### src/rtl/asfifox_mvb_packer_pkg.sv
// asfifox_mvb_packer_pkg: shared defaults, item type and width helper for the MVB packer
package asfifox_mvb_packer_pkg;
  localparam int DEF_MVB_ITEMS = 4;
  localparam int DEF_DATA_WIDTH = 64;
  localparam int DEF_TIMEOUT = 16;
  typedef logic [DEF_DATA_WIDTH-1:0] item_t;
  // ceil(log2(n)), never below 1 so zero-range counters still get one bit
  function automatic int log2(input int n);
    int r;
    r = 1;
    while ((1 << r) < n) r++;
    return r;
  endfunction
endpackage

### src/rtl/asfifox_mvb_packer_timer.sv
// mvb_pack_timer: saturating idle counter; expired once it reaches TIMEOUT, never when TIMEOUT=0
module mvb_pack_timer
  import asfifox_mvb_packer_pkg::*;
#(
  parameter int TIMEOUT = DEF_TIMEOUT
)(
  input  logic clk,
  input  logic rst_n,
  input  logic clr,
  input  logic en,
  output logic expired
);
  localparam int TW = log2(TIMEOUT + 1);
  localparam logic [TW-1:0] SAT = TW'(TIMEOUT);
  logic [TW-1:0] t;
  always_ff @(posedge clk or negedge rst_n)
    if (!rst_n) t <= '0;
    else if (clr) t <= '0;
    else if (en && t != SAT) t <= t + 1'b1;
  assign expired = TIMEOUT > 0 && t == SAT;
endmodule

### src/rtl/asfifox_mvb_packer.sv
// asfifox_mvb_packer: packs FWFT FIFO items into MVB words, flushing partials on idle timeout or flush
module asfifox_mvb_packer
  import asfifox_mvb_packer_pkg::*;
#(
  parameter int MVB_ITEMS  = DEF_MVB_ITEMS,
  parameter int DATA_WIDTH = DEF_DATA_WIDTH,
  parameter int TIMEOUT    = DEF_TIMEOUT
)(
  input  logic                            clk,
  input  logic                            rst_n,
  input  logic [DATA_WIDTH-1:0]           rd_data,
  input  logic                            rd_empty,
  output logic                            rd_en,
  input  logic                            flush,
  output logic [MVB_ITEMS*DATA_WIDTH-1:0] tx_data,
  output logic [MVB_ITEMS-1:0]            tx_vld,
  output logic                            tx_src_rdy,
  input  logic                            tx_dst_rdy
);
  localparam int CW = log2(MVB_ITEMS + 1);
  localparam logic [CW-1:0] FULL = CW'(MVB_ITEMS);
  logic [CW-1:0] cnt;
  logic [MVB_ITEMS*DATA_WIDTH-1:0] acc_data;
  logic [MVB_ITEMS-1:0] vld_n;
  logic acc, freq, move, expired;
  assign freq = cnt == FULL || (cnt != '0 && (flush || expired));
  assign move = freq && (!tx_src_rdy || tx_dst_rdy);
  assign rd_en = rst_n && (cnt < FULL || move);
  assign acc = rd_en && !rd_empty;
  always_comb begin
    vld_n = '0;
    for (int i = 0; i < MVB_ITEMS; i++) vld_n[i] = CW'(i) < cnt;
  end
  mvb_pack_timer #(.TIMEOUT(TIMEOUT)) u_timer (
    .clk,
    .rst_n,
    .clr(acc || move || cnt == '0),
    .en(cnt != '0),
    .expired
  );
  // an item accepted during a move starts the next word, never joins the flushed one
  always_ff @(posedge clk or negedge rst_n)
    if (!rst_n) begin
      cnt        <= '0;
      acc_data   <= '0;
      tx_data    <= '0;
      tx_vld     <= '0;
      tx_src_rdy <= 1'b0;
    end else if (move) begin
      tx_data    <= acc_data;
      tx_vld     <= vld_n;
      tx_src_rdy <= 1'b1;
      acc_data   <= acc ? (MVB_ITEMS*DATA_WIDTH)'(rd_data) : '0;
      cnt        <= acc ? CW'(1) : '0;
    end else begin
      if (tx_dst_rdy) tx_src_rdy <= 1'b0;
      if (acc) begin
        for (int i = 0; i < MVB_ITEMS; i++)
          if (cnt == CW'(i)) acc_data[i*DATA_WIDTH +: DATA_WIDTH] <= rd_data;
        cnt <= cnt + 1'b1;
      end
    end
endmodule
### config.mk
export PLATFORM = sky130hd
export DESIGN_NAME = asfifox_mvb_packer
export DESIGN_NICKNAME = d
export VERILOG_FILES = /design/src/rtl/asfifox_mvb_packer_pkg.sv /design/src/rtl/asfifox_mvb_packer_timer.sv /design/src/rtl/asfifox_mvb_packer.sv
export SDC_FILE = /design/constraint.sdc
export NUM_CORES = 1
export LEC_CHECK = 0
export CAP_MARGIN = 25
export CORE_MARGIN = 4
export CORE_UTILIZATION = 50
export CTS_BUF_LIST = sky130_fd_sc_hd__clkbuf_2 sky130_fd_sc_hd__clkbuf_4 sky130_fd_sc_hd__clkbuf_8
export CTS_CLUSTER_DIAMETER = 200
export DETAILED_ROUTE_END_ITERATION = 8
export PLACE_DENSITY = 0.85
export SYNTH_ARGS = -nofsm -noshare
export SYNTH_HDL_FRONTEND = slang
export SYNTH_SLANG_ARGS = --single-unit
### constraint.sdc
create_clock -name clk -period 2.26 [get_ports clk]
set_input_delay 0.452 -clock clk [delete_from_list [all_inputs] [get_ports clk]]
set_output_delay 0.452 -clock clk [all_outputs]
set_load 0.02 [all_outputs]
-- After elaboration in Yosys (flattened, before gate mapping)
Index checks and enable logic that the tools add are counted.
- order comparisons: 5
- $add $sub $neg: 2
- reduce and logical (&&, ||, !) cells: 26
- equality and inequality tests: 6
- multiplexer cells: 14
- operator list (kind ; number):
    $mux 256 ; 2
    $mux 64 ; 5
    $reduce_bool 2->1 ; 7
    $mux 5 ; 2
    $reduce_and 2->1 ; 4
    $eq 3x2->1 const B ; 2
    $logic_or 1x1->1 ; 6
    $lt 1x3->1 const A ; 2
    $lt 2x3->1 const A ; 2
    $mux 3 ; 2
    $add 5x1->5 const B ; 1
    $eq 5x5->1 const B ; 1
    $logic_and 1x1->1 ; 5
    $ne 5x5->1 const B ; 1
    $add 3x1->3 const B ; 1
    $eq 3x1->1 const B ; 1
    $eq 3x3->1 const B ; 1
    $logic_not 3->1 ; 1
    $lt 3x3->1 const B ; 1
    $mux 1 ; 3
    $reduce_bool 3->1 ; 1
    $logic_not 1->1 ; 2
- input bits: 69
- register bits: 525

-- Depth between registers and ports, before layout
Gate-level depths: netlist (run 1).
- word-level depth: 11
- gate-level depth with buffers: 11
- gate-level depth less buffers: 6

-- Modules after synthesis
From an unflattened synthesis (run 1), not the netlist that was laid out.
- cells, all modules: 2134
- area, all modules: 20075.5 um2
- modules (own cells, without submodules) (module ; cells each ; area each (um2) ; seq. area each (um2) ; instances):
    asfifox_mvb_packer ; 2107 ; 19795.2 ; 13012.5 ; 1
    mvb_pack_timer ; 27 ; 280.3 ; 125.1 ; 1

-- Worst setup path before layout (run 1)
Ideal clock, no wire load.
- path kind: reg-to-reg
- start: register u_timer.t[0]
- end: register tx_data[205]
- required time: 2.135 ns
- stages on the path, launching flop included: 10
- data arrival time: 2.200 ns
- buffers on the path: 3
- path slack: -0.064 ns
- path through: dfrtp_1 > inv_1 > ha_1 > nor4bb_1 > buf_6 > o311a_4 > nor2_1 > buf_2 > buf_2 > mux2_2
- longest elaborated chain between the ends: 5
- RTL lines (what ; line ; source):
    start, declared ; asfifox_mvb_packer_timer.sv:15 ; logic [TW-1:0] t;
    start signal, assigned ; asfifox_mvb_packer_timer.sv:19 ; else if (en && t != SAT) t <= t + 1'b1;
    $eq 5x5->1 ; asfifox_mvb_packer_timer.sv:20 ; assign expired = TIMEOUT > 0 && t == SAT;
    $logic_or 1x1->1 ; asfifox_mvb_packer.sv:26 ; assign freq = cnt == FULL || (cnt != '0 && (flush || expired));
    $logic_and 1x1->1 ; asfifox_mvb_packer.sv:26 ;
    $logic_or 1x1->1 ; asfifox_mvb_packer.sv:26 ;
    $logic_and 1x1->1 ; asfifox_mvb_packer.sv:27 ; assign move = freq && (!tx_src_rdy || tx_dst_rdy);
    end signal, assigned ; asfifox_mvb_packer.sv:50 ; tx_data <= acc_data;
    end, declared ; asfifox_mvb_packer.sv:15 ; output logic [MVB_ITEMS*DATA_WIDTH-1:0] tx_data,
Every way passes these cells.
A chain may end at the register's enable or synchronous reset.

-- Worst setup path after layout (run 1)
- start: register u_timer.t[0]
- end: register tx_data[12]
Same word-level chain as after synthesis.

==> results of run 1 <==
[placed cells by master, fill, tap and decap left out, drive strengths merged, types with 6 or more instances in the layout]
cell and count:
clkinv 14, nor2 11, mux2 256, nand2 262, inv 9, clkdlybuf4s50 328, dfrtp 525, a22o 128
a21oi 133, clkbuf 159, buf 137, o21ai 6
[registers in the layout (all words and copies together) (netlist names)]
name	count
acc_data	256
tx_data	256
u_timer.t	5
tx_vld	4
cnt	3
tx_src_rdy	1
[worst min path at each step]
stage / slack [ps] / to / startpoint
after CTS: 220 / u_timer.t[2] / rst_n
after global routing: 260 / u_timer.t[2] / rst_n
final: 290 / u_timer.t[2] / rst_n
after floorplan: 160 / acc_data[0] / rst_n
after detailed placement: 280 / cnt[1] / rst_n
after global placement: 280 / cnt[1] / rst_n
[metrics by stage]
stage / hold WS [ps] / std cells / setup TNS, ps / total power, mW
floorplan: 156 / 1472 / 0 / 22.9
global placement: 282 / 2314 / -34670 / 28.7
detailed placement: 282 / 2314 / -52940 / 29.4
CTS: 223 / 2482 / -25370 / 39.5
global route: 261 / 2544 / -73460 / 45.2
finish: 287 / 2544 / -57520 / 43.7
[power by group through the flow]
stage	registers, mW	clock network [mW]	logic, mW
4_1_cts	14.7	8.54	16.2
2_1_floorplan	16.1	0	6.82
6_report	14.9	8.57	20.1
3_5_place_dp	14.8	0	14.6
5_1_grt	15.2	9.13	20.8
3_3_place_gp	14.6	0	14.2
[Yosys cell counts, types with 2 or more instances]
master | count | area [sq um]
dfrtp_1 | 525 | 13100
nand2_1 | 262 | 983
mux2_2 | 142 | 1600
a21oi_1 | 132 | 661
a22o_1 | 128 | 1120
mux2_4 | 114 | 1710
buf_2 | 42 | 210
clkbuf_1 | 40 | 150
buf_6 | 16 | 180
nor2_1 | 11 | 41.3
inv_1 | 6 | 22.5
o21ai_0 | 6 | 30.0
ha_1 | 5 | 62.6
nand3_1 | 4 | 20.0
nand2b_1 | 3 | 18.8
nor3_1 | 3 | 15.0
o211ai_1 | 3 | 22.5
o21a_1 | 3 | 22.5
nand4_1 | 2 | 12.5
nor2b_1 | 2 | 12.5
nor3b_1 | 2 | 15.0
o31a_1 | 2 | 17.5
o31ai_1 | 2 | 15.0
xor2_1 | 2 | 17.5
[final cells by class]
class	instances	area (sq um)	share of cell area
sequential	525	13100	0.452
clock inverter	19	161	0.00555
timing repair buffer	503	6220	0.214
multi-input combinational	842	7290	0.251
inverter	7	26.3	0.000904
tap	525	657	0.0226
clock buffer	123	1580	0.0544
[worst reg2reg max path, cell delays in order, from the launching register on]
cell	delay, ps
dfrtp_1	390
inv_2	70
ha_4	160
nor4bb_4	150
buf_4	140
o311a_4	390
or2_4	360
clkbuf_16	230
clkbuf_16	170
mux2_4	300
[routing by layer]
metal	up-vias	GRT usage	wire [um]
li1	6145	-	-
met1	7821	0.331	24700
met2	864	0.429	33600
met3	235	0.0673	5570
met4	0	0.104	3590
met5	-	0	0
[repair_timing]
action | 4_1_cts | 5_1_grt
cloned | 12 | 43
buffers inserted | 13 | 24
hold buffers | 1 | 0
resized for setup | 71 | 190
endpoints found under the hold margin | 138 | 0
endpoints found under the setup margin | 327 | 476
pin swaps | 7 | 15
[logic make-up (layout without fill, tap and decap cells)]
group	count (synthesis)	in the layout
xor gates and xnor gates	3	3
AOI/OAI and AO/OA	282	282
and+or+nand+nor	296	296
buffers and inverters	105	652
muxes	256	256
adders and majority gates	5	5
DFF	525	525
==> impl_results.md, run 1 <==
- CTS H-tree lvls: 3
- WL final: 67500 um
- Inserted Clock Buffers: 82
- Internal: 28.3 mW
- IO Pins: 331
- Crit path launch type: flip-flop
- Compound-cell area share of the yosys netlist: 0.0971
- Initial Util: 0.507
- HP Class: in2async
- Synthesis-stage register bit count: 525
- Row count: 73
- CTS tree: built
- Fin Clk Skew: 27.5 ps
- Synthesized-area fraction occupied by adder cells: 0.00309
- Die width: 209 um
- Crit. End Element: flip-flop
- Largest net degree at the start of global routing: 187
- Logic pwr share: 0.461
- Status: complete, but fails checks
- Post-synth ARST share: 1.00
- P_leak: 13.5 nW
- DRT Pass-1 Iters: 5
- Fin crit share: 1.10
- Slew HR: 0.353
- Seq pwr share: 0.342
- Critical path type: reg2reg
- Post-DP Area: 0.0247 sq mm
- Post-synth cell types: 39
- Number of flops mapped to enable cells by yosys: 0
- Peak supply drop: 0.000845 V
- Xor/xnor share of the synthesized area: 0.00130
- Core ar.: 0.0399 sq mm
- Die height: 209 um
- Mux share of post-synthesis cell area: 0.163
- Slowest stage delay, CP: 390 ps
- Clock Path Buffers: 3
- Violated checks: negative setup slack
- Most common cell on crit path: clkbuf_16
- Clock power frac: 0.196
- WP data arrival: 3000 ps
- Final min period: 2490 ps
- Hold Fails Final Rpt: 0
- Reg2reg start: u_timer.t[0]
- DR vias: 15100
- Drt initial violations: 1331
- Reg2reg setup slack: -230 ps
- Main combinational cell family by area after synthesis: multiplexers
- Switching part of the total: 0.352
- Sequential share of the synthesized area: 0.649
- Area Growth Syn to Fin: 43.5%
- Max Cap Viol: 0
- CP Buf/Inv Count: 4
- Worst Reg-to-Reg Cells: 9
- Reg2Reg Capture Point: tx_data[12]
- ANT cells: 0
- Initial antenna violation count: 0
- Fmax: 0.402 GHz
- Gr ovfl total: 0
- Clock-pin transition on the worst setup and hold timing paths: 70 ps
- Worst Tran Pin Value: 970 ps
- Slowest CP cell: dfrtp_1
- Drt wl/cell: 26.5 um
- Post-synthesis simple-gate area fraction: 0.0582
- Syn avg cell area: 13.8 sq um
- Post-DP HPWL: 35200 um
- # DRC: 0
- Clock root cell: clkbuf_8
- Critical Path RT: 2770 ps
- Synth Instances: 1472
- TritonCTS Sinks: 525
- RD Place Congestion: 0.843
- Nets: 2035
- Switching pwr: 15.4 mW
- Cell Area, Synth: 0.0202 sq mm
- Max-slew violations: 0
- Crit path max-delay family: buffers and inverters
- Fillcell total: 2274
- Crit path to: tx_data[12]
- Synth Net Count: 1546
- Die area: 0.0438 sq mm
- First-pass GRT wire length: 90200 um
- CP max FO: 8
- CP Cell Sequence: inv_2, ha_4, nor4bb_4, buf_4, o311a_4, or2_4, clkbuf_16, clkbuf_16, mux2_4
- Final setup vio count: 487
- Util after Layout: 0.728
- Power density cells: 1500 mW/mm^2
- Setup WS pre-CTS: -223 ps
- Worst path depth: 9
- Critical path origin: u_timer.t[0]
- Antenna viol nets, final: 0
- Post-route cell area: 0.0291 sq mm
- Vias/cell: 5.92
- Port bufs: 330
- RSZ-0062 raised after global routing: true
- Share of cells above drive strength 1: 0.328
- Vias in the first global route: 15300
- Clk_lat worst skew: 650 ps
- Final WS setup: -230 ps
- Gr usage total: 0.260
- Prevailing post-synth register cell: dfrtp_1
- Synthesis Warnings: 0
(Power assumes the default switching activity.)
==> run 2, diff against run 1 <==
Settings changed: CORE_ASPECT_RATIO set to 1.5, CORE_UTILIZATION 50 to 35, PLACE_DENSITY 0.85 to 0.65, SLEW_MARGIN set to 15.
==> run 2 against run 1 <==
The flow still finishes with violations (negative setup slack). Core utilization decreased by 20 points. Critical path depth increased by 2. Setup slack got worse by 95 ps. Clock-buffer cell count increased by 1. Global-route usage decreased by 6.7 points. Wire length decreased by 3.2%. First-iteration DRC count decreased by 51%. Clock power decreased by 1%. Cell count increased by 11%. Flip-flop and latch count unchanged. Critical endpoint is now tx_data[144]. Largest cell class unchanged. Largest power group unchanged.
==> impl_results.md, run 2 (synthesis gave the netlist of run 1 again) <==
- Fin crit share: 1.14
- IO Pins: 331
- P_leak: 13.7 nW
- TritonCTS Sinks: 525
- RSZ-0062 raised after global routing: true
- Die area: 0.0618 sq mm
- Power density cells: 1470 mW/mm^2
- Util after Layout: 0.523
- Switching part of the total: 0.343
- Final setup vio count: 487
- Hold Fails Final Rpt: 0
- Clock root cell: clkbuf_8
- Crit path launch type: flip-flop
- Clock power frac: 0.193
- Largest net degree at the start of global routing: 173
- Drt initial violations: 649
- Clk_lat worst skew: 660 ps
- Post-DP Area: 0.0252 sq mm
- Critical Path RT: 2800 ps
- WP data arrival: 3120 ps
- Nets: 2055
- Clock-pin transition on the worst setup and hold timing paths: 70 ps
- Vias in the first global route: 14800
- CTS tree: built
- Gr ovfl total: 0
- # DRC: 0
- CP max FO: 7
- Post-route cell area: 0.0298 sq mm
- Top flop regs: acc_data: 256 flops, tx_data: 256 flops, u_timer.t: 5 flops
- Die width: 204 um
- First-pass GRT wire length: 91600 um
- Inserted Clock Buffers: 82
- DR vias: 14300
- Max Cap Viol: 0
- Critical path origin: u_timer.t[0]
- Commonest non-fill, non-tap cell in the layout: dfrtp_1
- Peak supply drop: 0.000744 V
- Seq pwr share: 0.336
- Initial antenna violation count: 4
- Most frequent cells in the layout: 525 x dfrtp_1, 326 x clkdlybuf4s50_1, 262 x nand2_1
- Reg2Reg Capture Point: tx_data[144]
- Status: complete, but fails checks
- Max-slew violations: 0
- Worst Tran Pin Value: 1010 ps
- Internal: 28.8 mW
- Final WS setup: -325 ps
- Slew HR: 0.327
- WL final: 65400 um
- Core ar.: 0.0570 sq mm
- Hold WS: 414 ps
- Logic pwr share: 0.470
- Initial Util: 0.355
- Worst Reg-to-Reg Cells: 11
- Share of cells above drive strength 1: 0.349
- DRT Pass-1 Iters: 5
- Fin Clk Skew: 23.8 ps
- Port bufs: 330
- Gr usage total: 0.193
- Post-DP HPWL: 38000 um
- Row count: 107
- Fmax: 0.387 GHz
- Final min period: 2590 ps
- HP Class: in2async
- Reg2reg start: u_timer.t[0]
- Switching pwr: 15.0 mW
- Vias/cell: 5.08
- Critical path type: reg2reg
- RD Place Congestion: 0.803
- Reg2reg setup slack: -330 ps
- Crit. End Element: flip-flop
- Crit path to: tx_data[144]
- Drt wl/cell: 23.2 um
- Area Growth Syn to Fin: 47.4%
- Violated checks: negative setup slack
- Clock Path Buffers: 3
- Die height: 303 um
- CTS H-tree lvls: 3
- Antenna viol nets, final: 0
[run 2: cell types whose count changed in the layout (fill, tap and decap cells not counted), moves of 3 or more]
cell,before,now
buf_12,31,57
a21oi_4,12,5
buf_8,12,24
clkbuf_16,36,29
inv_8,1,4
diode_2,0,3
clkinv_2,13,16
a21oi_1,60,33
a21oi_2,61,95
buf_6,28,24
clkbuf_4,18,25
buf_4,47,40
clkbuf_8,105,99
[run 2: power by group through the flow]
stage / sequential (mW) / clock [mW] / combinational, mW
6_report: 14.7 / 8.46 / 20.6
5_1_grt: 15.1 / 9.17 / 21.5
4_1_cts: 14.7 / 8.73 / 17.3
3_5_place_dp: 14.8 / 0 / 14.9
3_3_place_gp: 14.7 / 0 / 14.6
2_1_floorplan: 16.1 / 0 / 6.82
[run 2: final cells by class]
type / instances / area, sq um
fillers: 4816 / 27200
flip-flops and latches: 525 / 13100
multi-input cells: 842 / 7330
repair buffers: 523 / 6650
clock buffers: 124 / 1550
well taps: 763 / 955
clock inverters: 25 / 195
inverters: 7 / 26.3
diodes: 3 / 7.51
[run 2: metrics by stage]
step	TNS [ps]	worst slack, ps	std cells	power [mW]
floorplan	0	13.3	1472	22.9
global placement	-138850	-492	2558	29.2
detailed placement	-148870	-468	2558	29.6
CTS	-38890	-319	2746	40.7
global route	-98500	-394	2812	45.8
finish	-69230	-325	2812	43.8
[run 2: layer usage]
| metal | global-route usage | wire, um | vias up |
|---|---|---|---|
| li1 | - | - | 6203 |
| met5 | 0 | 0 | - |
| met2 | 0.327 | 33000 | 503 |
| met3 | 0.0434 | 3700 | 134 |
| met1 | 0.237 | 26000 | 7457 |
| met4 | 0.0857 | 2690 | 0 |
[run 2: critical path: stages, from the launching register on]
cell,delay [ps]
dfrtp_1,390
inv_2,70
ha_4,160
nor4bb_4,150
buf_4,130
buf_6,120
o311a_4,330
or2_4,340
buf_12,200
buf_12,140
buf_16,130
mux2_4,290
[run 2: repair_timing]
item	CTS	global route
setup buffers	21	41
pin swaps	7	63
hold buffers	1	0
hold endpoints to repair	129	0
endpoints found under the setup margin	455	501
cloned	19	30
gates resized for setup	44	275
[run 2: worst min path at each step]
stage	startpoint	to	slack (ps)
floorplan	rst_n	acc_data[0]	160
global placement	acc_data[184]	acc_data[184]	480
detailed placement	acc_data[160]	acc_data[160]	480
CTS	rd_data[4]	acc_data[68]	380
global route	rst_n	acc_data[221]	410
finish	rst_n	tx_data[93]	410
==> run 3, diff against run 2 <==
Settings changed: CTS_CLUSTER_SIZE set to 40, SETUP_SLACK_MARGIN set to 0.2.
==> run 3 against run 2 <==
The flow still finishes with violations (negative setup slack). First-iteration DRC count increased by 26%. Die area unchanged. Clock-buffer cell count fell by 107. Setup slack worse by 77 ps. Cell count down 4.6%. Flip-flop and latch count stayed put. Sequential power hardly changed. Register-to-register slack got worse by 80 ps. Via count fell by 4.6%. Critical endpoint is now tx_data[197]. Highest routed layer is now met5.
==> impl_results.md, run 3 (synthesis gave the netlist of run 1 again) <==
- CP Cell Sequence: inv_2, ha_4, nor4bb_4, buf_4, buf_4, buf_6, o311a_4, buf_6, nor2_4, buf_12, buf_12, clkbuf_16, mux2_4
- Final min period: 2660 ps
- Gr usage total: 0.186
- Slowest stage delay, CP: 420 ps
- CP max FO: 6
- Critical Path RT: 2830 ps
- CP Buf/Inv Count: 8
- Row count: 107
- Critical path type: reg2reg
- Top flop regs: acc_data: 256 flops, tx_data: 256 flops, u_timer.t: 5 flops
- Initial antenna violation count: 2
- CTS tree: built
- Clk_lat worst skew: 670 ps
- Hold Fails Final Rpt: 0
- Nets: 1992
- Commonest non-fill, non-tap cell in the layout: dfrtp_1
- HP Class: in2async
- RD Place Congestion: 0.801
- Worst Tran Pin Value: 948 ps
- Die area: 0.0618 sq mm
- TritonCTS Sinks: 525
- DR vias: 13600
- Power density cells: 1360 mW/mm^2
- Most frequent cells in the layout: 525 x dfrtp_1, 328 x clkdlybuf4s50_1, 262 x nand2_1
- Inserted Clock Buffers: 17
- Violated checks: negative setup slack
- Status: complete, but fails checks
- Max Cap Viol: 0
- Share of cells above drive strength 1: 0.288
- Crit path launch type: flip-flop
- Vias/cell: 5.08
- WP data arrival: 3230 ps
- Crit. End Element: flip-flop
- IO Pins: 331
- Crit path max-delay family: buffers and inverters
- Port bufs: 330
- Gr ovfl total: 0
- WL final: 63500 um
- Vias in the first global route: 14100
- Fin Clk Skew: 84.6 ps
- Die width: 204 um
- Clock root cell: clkbuf_8
- Area Growth Syn to Fin: 39.2%
- Final setup vio count: 517
- CTS H-tree lvls: 1
- DRT Pass-1 Iters: 6
- Slowest CP cell: dfrtp_1
- Post-DP HPWL: 37700 um
- Largest net degree at the start of global routing: 159
- Final WS setup: -402 ps
- Antenna viol nets, final: 0
- Peak supply drop: 0.000845 V
- Drt initial violations: 815
- Initial Util: 0.355
- Fmax: 0.376 GHz
- Fin crit share: 1.18
- Hold WS: 163 ps
- Max-slew violations: 0
- # DRC: 0
- RSZ-0062 raised after global routing: true
- Drt wl/cell: 23.7 um
- Slew HR: 0.368
- Core ar.: 0.0570 sq mm
- Setup WS pre-CTS: -396 ps
- Clock-pin transition on the worst setup and hold timing paths: 230 ps
- Die height: 303 um
- Clock Path Buffers: 3
- First-pass GRT wire length: 88800 um
- P_leak: 12.9 nW
- Fillcell total: 4967
-- run 3: metal layers --
layer	track usage	wire length, um
met2	0.331	32500
met5	0	13
met1	0.236	26000
met4	0.0480	1930
met3	0.0299	3060
-- run 3: worst paths after layout --
kind	startpoint	endpoint	slack [ps]	cells after the start
max	u_timer.t[0]	tx_data[197]	-400	13
min	rst_n	cnt[2]	160	2
max reg2reg	u_timer.t[0]	tx_data[197]	-400	13
min reg2reg	acc_data[84]	tx_data[84]	450	1
max in group asynchronous	rst_n	acc_data[174]	710	4
min in group clk	rd_data[63]	acc_data[255]	380	3
-- run 3: where the power goes --
part,leakage (nW),switching (mW),internal [mW]
clock network,0.134,2.75,0.723
logic,5.69,8.92,11.4
registers,7.10,2.03,12.6
total,12.9,13.7,24.7
-- run 3: area by class of cell --
class	count	area, sq um	share of cell area
antenna	1	2.50	0.0000888
clock buffer	17	234	0.00830
clock inverter	2	37.5	0.00133
inverter	7	26.3	0.000932
multi-input combinational	843	7270	0.258
sequential	525	13100	0.466
tap	763	955	0.0339
timing repair buffer	524	6530	0.231
-- run 3: stage by stage --
step / power (mW) / util / cells / area (sq um) / setup TNS (ps)
floorplan: 23.1 / - / 1472 / 20400 / 0
global placement: 29.1 / 0.440 / 2554 / 25100 / -133290
detailed placement: 29.4 / 0.440 / 2554 / 25100 / -132690
CTS: 35.2 / 0.461 / 2612 / 26300 / -81360
global route: 40.3 / 0.494 / 2682 / 28200 / -148160
finish: 38.4 / 0.494 / 2682 / 28200 / -119880
-- run 3: worst reg2reg max path, cell delays in order, from the launching register on --
cell and delay, ps:
dfrtp_1 420, inv_2 60, ha_4 160, nor4bb_4 140, buf_4 140, buf_4 120, buf_6 110, o311a_4 340
buf_6 130, nor2_4 170, buf_12 160, buf_12 140, clkbuf_16 170, mux2_4 310
-- run 3: what timing repair did --
action / 4_1_cts / 5_1_grt
hold buffers: 1 / 0
setup buffers: 19 / 41
pin swaps: 29 / 18
endpoints found under the setup margin: 777 / 779
resized for setup: 56 / 234
hold endpoints to repair: 33 / 0
gates cloned: 19 / 29
